[src/rtl/uart_pkg.sv]
// Shared UART definitions: FSM state encoding and default timing constants
// used by both the receiver and the transmitter.
package uart_pkg;

  localparam int unsigned OVERSAMPLE_DEF = 16;
  localparam int unsigned TICK_DIV_DEF   = 54;

  typedef enum logic [2:0] {
    ST_IDLE  = 3'd0,
    ST_START = 3'd1,
    ST_DATA  = 3'd2,
    ST_STOP  = 3'd3,
    ST_BREAK = 3'd4
  } uart_state_e;

endpackage

[src/rtl/baud_tick_gen.sv]
// Free-running oversample tick divider: o_tick is high for one clock every
// TICK_DIV clocks. It is never resynchronised to line activity.
module baud_tick_gen
  import uart_pkg::*;
#(
  parameter int unsigned TICK_DIV = TICK_DIV_DEF
) (
  input  logic i_clock,
  input  logic i_reset,
  output logic o_tick
);

  localparam int unsigned CW = (TICK_DIV > 1) ? $clog2(TICK_DIV) : 1;
  localparam logic [CW-1:0] CNT_LAST = CW'(TICK_DIV - 1);

  logic [CW-1:0] cnt_q;

  // Divider counter, wraps after TICK_DIV-1.
  always_ff @(posedge i_clock) begin
    if (i_reset) begin
      cnt_q <= '0;
    end else if (cnt_q == CNT_LAST) begin
      cnt_q <= '0;
    end else begin
      cnt_q <= cnt_q + CW'(1);
    end
  end

  assign o_tick = (cnt_q == CNT_LAST);

endmodule

[src/rtl/rx_unit.sv]
// UART receiver: 16x-oversampled 8N1 deserialiser with a valid/read handshake,
// frame-error and overrun pulses, and break (held-low line) handling.
module rx_unit
  import uart_pkg::*;
#(
  parameter int unsigned RX_DATA_SIZE = 8,
  parameter int unsigned TICK_DIV     = TICK_DIV_DEF,
  parameter int unsigned OVERSAMPLE   = OVERSAMPLE_DEF
) (
  input  logic                    i_clock,
  input  logic                    i_reset,
  input  logic                    i_rx,
  input  logic                    i_read,
  output logic [RX_DATA_SIZE-1:0] o_rxdata,
  output logic                    o_rxvalid,
  output logic                    o_frame_error,
  output logic                    o_overrun,
  output logic                    o_busy
);

  localparam int unsigned CW = $clog2(OVERSAMPLE);
  localparam int unsigned BW = (RX_DATA_SIZE > 1) ? $clog2(RX_DATA_SIZE) : 1;
  localparam logic [CW-1:0] CNT_MID  = CW'(OVERSAMPLE / 2 - 1);
  localparam logic [CW-1:0] CNT_LAST = CW'(OVERSAMPLE - 1);
  localparam logic [BW-1:0] BIT_LAST = BW'(RX_DATA_SIZE - 1);

  logic                    sync1_q;
  logic                    sync2_q;
  logic                    rx_s;
  logic                    tick_s;
  uart_state_e             state_q;
  logic [CW-1:0]           cnt_q;
  logic [BW-1:0]           bitn_q;
  logic [RX_DATA_SIZE-1:0] shift_q;
  logic [RX_DATA_SIZE-1:0] rxdata_q;
  logic                    rxvalid_q;
  logic                    frame_err_q;
  logic                    overrun_q;

  baud_tick_gen #(
    .TICK_DIV(TICK_DIV)
  ) u_tick (
    .i_clock(i_clock),
    .i_reset(i_reset),
    .o_tick (tick_s)
  );

  // Two-flop synchroniser; resets to the idle-high line level.
  always_ff @(posedge i_clock) begin
    if (i_reset) begin
      sync1_q <= 1'b1;
      sync2_q <= 1'b1;
    end else begin
      sync1_q <= i_rx;
      sync2_q <= sync1_q;
    end
  end

  assign rx_s = sync2_q;

  // Receive FSM with registered handshake and status outputs.
  always_ff @(posedge i_clock) begin
    if (i_reset) begin
      state_q     <= ST_IDLE;
      cnt_q       <= '0;
      bitn_q      <= '0;
      shift_q     <= '0;
      rxdata_q    <= '0;
      rxvalid_q   <= 1'b0;
      frame_err_q <= 1'b0;
      overrun_q   <= 1'b0;
    end else begin
      frame_err_q <= 1'b0;
      overrun_q   <= 1'b0;
      // A read clears valid unless a good frame lands in the same clock.
      if (i_read) begin
        rxvalid_q <= 1'b0;
      end
      case (state_q)
        ST_IDLE: begin
          if (!rx_s) begin
            state_q <= ST_START;
            cnt_q   <= '0;
          end
        end
        ST_START: begin
          if (tick_s) begin
            if (cnt_q == CNT_MID) begin
              if (!rx_s) begin
                state_q <= ST_DATA;
                cnt_q   <= '0;
                bitn_q  <= '0;
              end else begin
                state_q <= ST_IDLE;
              end
            end else begin
              cnt_q <= cnt_q + CW'(1);
            end
          end
        end
        ST_DATA: begin
          if (tick_s) begin
            if (cnt_q == CNT_LAST) begin
              shift_q <= {rx_s, shift_q[RX_DATA_SIZE-1:1]};
              cnt_q   <= '0;
              if (bitn_q == BIT_LAST) begin
                state_q <= ST_STOP;
              end else begin
                bitn_q <= bitn_q + BW'(1);
              end
            end else begin
              cnt_q <= cnt_q + CW'(1);
            end
          end
        end
        ST_STOP: begin
          if (tick_s) begin
            if (cnt_q == CNT_LAST) begin
              cnt_q <= '0;
              // Decide at mid stop bit so back-to-back frames are not missed.
              if (rx_s) begin
                rxdata_q  <= shift_q;
                rxvalid_q <= 1'b1;
                overrun_q <= rxvalid_q & ~i_read;
                state_q   <= ST_IDLE;
              end else begin
                frame_err_q <= 1'b1;
                state_q     <= ST_BREAK;
              end
            end else begin
              cnt_q <= cnt_q + CW'(1);
            end
          end
        end
        ST_BREAK: begin
          if (rx_s) begin
            state_q <= ST_IDLE;
          end
        end
        default: begin
          state_q <= ST_IDLE;
        end
      endcase
    end
  end

  assign o_rxdata      = rxdata_q;
  assign o_rxvalid     = rxvalid_q;
  assign o_frame_error = frame_err_q;
  assign o_overrun     = overrun_q;
  assign o_busy        = (state_q != ST_IDLE);

endmodule

[config.mk]
export PLATFORM = sky130hd
export DESIGN_NAME = rx_unit
export DESIGN_NICKNAME = d
export VERILOG_FILES = /design/src/rtl/uart_pkg.sv /design/src/rtl/baud_tick_gen.sv /design/src/rtl/rx_unit.sv
export SDC_FILE = /design/constraint.sdc
export NUM_CORES = 1
export LEC_CHECK = 0
export ABC_AREA = 0
export BUFFER_PORTS_ARGS = -buffer_cell sky130_fd_sc_hd__buf_2
export CORE_ASPECT_RATIO = 0.5
export CORE_MARGIN = 2
export CORE_UTILIZATION = 46
export CTS_CLUSTER_SIZE = 24
export DETAILED_ROUTE_END_ITERATION = 8
export PLACE_DENSITY = 0.68
export SETUP_SLACK_MARGIN = 0.1
export SYNTH_ARGS = -nofsm -noshare
export SYNTH_HDL_FRONTEND = slang
export SYNTH_HIERARCHICAL = 1
export SYNTH_SLANG_ARGS = --single-unit
[constraint.sdc]
create_clock -name i_clock -period 4.01 [get_ports i_clock]
set_clock_uncertainty 0.1 [all_clocks]
set_input_delay 0 -clock i_clock [delete_from_list [all_inputs] [get_ports i_clock]]
set_output_delay 0 -clock i_clock [all_outputs]
set_load 0.02 [all_outputs]
Word-level counts from Yosys, hierarchy flattened. Cells that the tools add are included.

Flip-flop bits (word level): 37. Bits of input ports: 4. Output and inout port bits: 12.

$add $sub $neg: 3. Equal/unequal tests: 20. Mux-type cells: 31. Bitwise operators: 6. Reductions and logical operators: 13.

Operators with widths (count): $mux W3 (16); $ne A2 B2 Y1 const B (11); $mux W4 (5); $pmux W3 S5 (1); $pmux W4 S3 (1); $reduce_and A9 Y1 (1); $reduce_and A7 Y1 (1); $add A6 B1 Y6 const B (1); $eq A3 B2 Y1 const B (2); $eq A3 B3 Y1 const B (2); $eq A6 B6 Y1 const B (1); $mux W1 (6); $pmux W3 S2 (1); $reduce_and A3 Y1 (2); $reduce_bool A3 Y1 (2); $not A1 Y1 (5); $reduce_or A5 Y1 (1); $add A4 B1 Y4 const B (1); $eq A4 B3 Y1 const B (1); $eq A4 B4 Y1 const B (1); $reduce_and A4 Y1 (1); $reduce_or A2 Y1 (2); $reduce_or A4 Y1 (1); $add A3 B1 Y3 const B (1); other kinds (6) (6).

Longest topological paths before layout.
Depth in word-level cells: 5. Gate-level depth with buffers: 9.

Hierarchy. Netlist, hierarchy kept.

By module, submodules not included: rx_unit (instances 1, cells an instance 159, area an instance 1486.4 um^2); baud_tick_gen (instances 1, cells an instance 29, area an instance 261.5 um^2).

Worst setup path after synthesis. Ideal clock, no wire load.

Kind: register to register. Start: register u_tick.cnt_q[0]. End: register frame_err_q, in the netlist o_frame_error. Setup time: 103 ps. Arrival: 1786 ps. Required time: 3807 ps. Slack: 2021 ps. Stages on the path, launching flop included: 9. Path buffers: 1. Cell sequence: dfxtp_1 ha_1 nand4_1 nor2_1 clkbuf_1 nor2b_1 o211a_1 a211o_1 a2111oi_2.

Cells in the longest elaborated chain, start to end: 3.

RTL lines: start, declared (line baud_tick_gen.sv:16) `logic [CW-1:0] cnt_q;`; start signal, assigned (line baud_tick_gen.sv:25) `cnt_q <= cnt_q + CW'(1);`; $eq A6 B6 Y1 (line baud_tick_gen.sv:29) `assign o_tick = (cnt_q == CNT_LAST);`; via tick_s (line rx_unit.sv:30) `logic tick_s;`; $not A1 Y1 (no line); $reduce_or A4 Y1 (no line); end signal, assigned (line rx_unit.sv:70) `frame_err_q <= 1'b0;`; end signal, assigned (line rx_unit.sv:73) `frame_err_q <= 1'b0;`; end signal, assigned (line rx_unit.sv:127) `frame_err_q <= 1'b1;`; end, declared (line rx_unit.sv:37) `logic frame_err_q;`.

The timed path passes the listed nets, and every way through them passes these cells. A chain may end at the register's enable or synchronous reset.

Worst setup path in the final report.
Start: register u_tick.cnt_q[0]. End: register rxdata_q[4], in the netlist o_rxdata[4].

Cells in the longest elaborated chain, start to end: 2.

RTL lines: $eq A6 B6 Y1 (line baud_tick_gen.sv:29); via tick_s (line rx_unit.sv:30); $reduce_and A4 Y1 (no line); end signal, assigned (line rx_unit.sv:122) `rxdata_q <= shift_q;`; end, declared (line rx_unit.sv:35) `logic [RX_DATA_SIZE-1:0] rxdata_q;`.

The timed path passes the listed nets, and every way through them passes these cells.

==> metrics.cfg <==
[layout]
stdcell_area_um2=1950
syn2layout_area_growth_pct=11.3
regArea_um2=741
fin_cells=251
final_nets=208
fill_cells=345
drive_gt1_share_pct=17.0
fin_util_pct=55.1
antenna_cells=0
multi_input_area_um2=920

[timing]
rsz0062_at_grt=false
hold_ws_ns=0.0979
final.min_clock_period_ns=2.64
setup_ws_ns=1.37
fin_crit_sh_pct=66.0
setup_viol=0
max_slew_margin_pct=56.4
slew_viol_final=0
finalSetupTns_ns=0
fmax_ghz=0.378
tightest_slew_ns=0.652
hold_violations=0

[placed_design]
hpwl_um=2230
post-place-ws_ns=1.38
dpl_cell_area_um2=1810
gp_congestion=0.850
portBuffers=15
place_inst=241

[critical_path]
cp.arrival_ns=2.71
reg2reg_depth=7
cp-end-kind=flip-flop
crit_fanout=11
crit_type=reg -> reg
cp.required_ns=4.07
crit_path_start_kind=flip-flop

[clock_network]
numClockSinks=37
post_cts_buffers=0
cts_max_level=2
clock_path_buffers=2
clk_pin_slew_ns=0.08
numCtsBuffers=5
clock_latency_ns=0.29
clk_root_buffer_cell=clkbuf_8
cts_tree=yes

[drt]
first_pass_iters=4
drtIter0Drc=77
wl_per_cell_um=13.2
vias=1353
vias_per_cell=5.39
ant_nets=0
route.final.wire_length_um=3310
drcViolationCount=0

[power]
power.total_mw=0.742
p_clk_share_pct=43.3
p_int_mw=0.576
seqPwrFrac_pct=51.6
p_sw_share_pct=22.4
max-vdd-ir-drop_mv=0.167
power_density_nw_per_um2=381
switching_power_mw=0.166
p_comb_share_pct=5.2
leakage_nw=0.816

[floorplan]
start_util_pct=49.5
die_area_um2=4340
pin_count=16
num_rows=15
coreArea_um2=3530
die_h_um=47.6
die_w_um=91.2

[grt]
grt_overflow=0
grt_pass1_vias=1177
grt_max_degree=34
grt_pass1_wl_um=5370
track_usage_pct=16.1
antenna_found_initial=0

[synth]
synth.distinct_cells=52
synthFlopType=dfxtp_1
syn_nets=197
ys_seq_elements=37
syn_inst=188
synthArstFlopShare_pct=0
syn_avg_cell_area_um2=9.30
synth_top_area_share_pct=42.4
ys_seq_area_share_pct=42.4
synth_top_area_cell=dfxtp_1
synth_warnings=6
synth.area.top_cells=dfxtp_1 (42%), mux2i_1 (9.7%), nor2_1 (6.4%)
synth_edf_count=0
synth_area_um2=1750

[min_path]
whs_path_depth=2
worst_hold_path_type=in -> reg

[run]
cap_violations=0

[outcome]
status=completed

state kept, by name (all words and copies together) (netlist names):
register and cells:
o_rxdata 8, o_frame_error 1, o_overrun 1, bitn_q 3, state_q 3, shift_q 8, cnt_q 4, u_tick/cnt_q 6
sync1_q 1, o_rxvalid 1, rx_s 1
power groups by stage:
stage / Clock, mW / Sequential [mW] / Combinational, mW
after floorplan: 0 / 0.386 / 0.0316
after global placement: 0 / 0.391 / 0.0362
after detailed placement: 0 / 0.391 / 0.0369
after CTS: 0.330 / 0.382 / 0.0385
after global routing: 0.341 / 0.383 / 0.0425
final: 0.321 / 0.382 / 0.0385
path summary, 6_finish.rpt:
path	startpoint	end	slack, ns
min	i_reset	o_rxdata[2]	0.1
min reg2reg	sync1_q	rx_s	0.31
max	u_tick/cnt_q[0]	o_rxdata[4]	1.37
max reg2reg	u_tick/cnt_q[0]	o_rxdata[4]	1.37
logic make-up after synthesis:
kind of cell | Yosys count | share of synthesized area [%]
AND/OR/NAND/NOR | 73 | 21.3
flip-flops | 37 | 42.4
AO/OA/AOI/OAI | 33 | 14.4
multiplexers | 18 | 10.4
buffers and inverters | 17 | 5.01
XOR/XNOR | 5 | 2.94
adder cells (fa/ha/maj) | 5 | 3.58
cells in the mapped netlist (2+ instances only):
cell      instances
dfxtp_1          37
nor2_1           30
mux2i_1          17
nand2_1          10
clkbuf_1          6
nand3_1           6
ha_1              5
nor3_1            5
o21ai_0           5
a21oi_1           4
a31oi_1           4
buf_2             4
inv_1             4
nand2b_1          4
or2_2             3
a22o_1            2
and3_1            2
buf_6             2
nor2b_1           2
or3_1             2
xnor2_1           2
xor2_1            2
critical path: stages (launching register included):
cell and delay [ns]:
dfxtp_1 0.40, ha_1 0.19, nand4_1 0.12, nor2_1 0.47
nand2b_1 0.28, or3_1 0.67, mux2i_1 0.23, nor2_1 0.05
placed cells by master, fill, tap and decap left out, types with 2 or more instances in the layout:
| cell | netlist | final |
|---|---|---|
| or3_1 | 2 | 2 |
| dfxtp_1 | 37 | 37 |
| xnor2_1 | 2 | 2 |
| mux2i_1 | 17 | 17 |
| inv_1 | 4 | 4 |
| nand3_1 | 6 | 6 |
| buf_2 | 4 | 15 |
| nor3_1 | 5 | 5 |
| ha_1 | 5 | 5 |
| o21ai_0 | 5 | 5 |
| and3_1 | 2 | 2 |
| dlygate4sd3_1 | 0 | 2 |
| clkbuf_8 | 0 | 5 |
| nand2_1 | 10 | 10 |
| a22o_1 | 2 | 2 |
| a21oi_1 | 4 | 4 |
| nand2b_1 | 4 | 4 |
| nor2b_1 | 2 | 2 |
| nor2_1 | 30 | 30 |
| or2_2 | 3 | 3 |
| a31oi_1 | 4 | 4 |
| xor2_1 | 2 | 2 |
per-layer routing:
metal / vias up / GRT usage [%] / share of wire [%]
met4: 0 / 5.45 / 0.54
li1: 683 / - / -
met5: - / 0 / 0
met2: 30 / 28.0 / 46
met3: 5 / 4.88 / 4.8
met1: 635 / 20.2 / 49
final cells by class:
| cell class | instances | share of cell area [%] |
|---|---|---|
| multi-input combinational | 134 | 47.3 |
| inverter | 4 | 0.772 |
| timing repair buffer | 17 | 4.89 |
| sequential | 37 | 38.1 |
| tap | 51 | 3.28 |
| clock buffer | 6 | 3.73 |
| clock inverter | 2 | 1.99 |
repair_timing:
item,in CTS,in global routing
resized for setup,0,0
hold buffers,2,0
endpoints found under the hold margin,3,0
No activity file was read; power rests on OpenSTA's default activity.
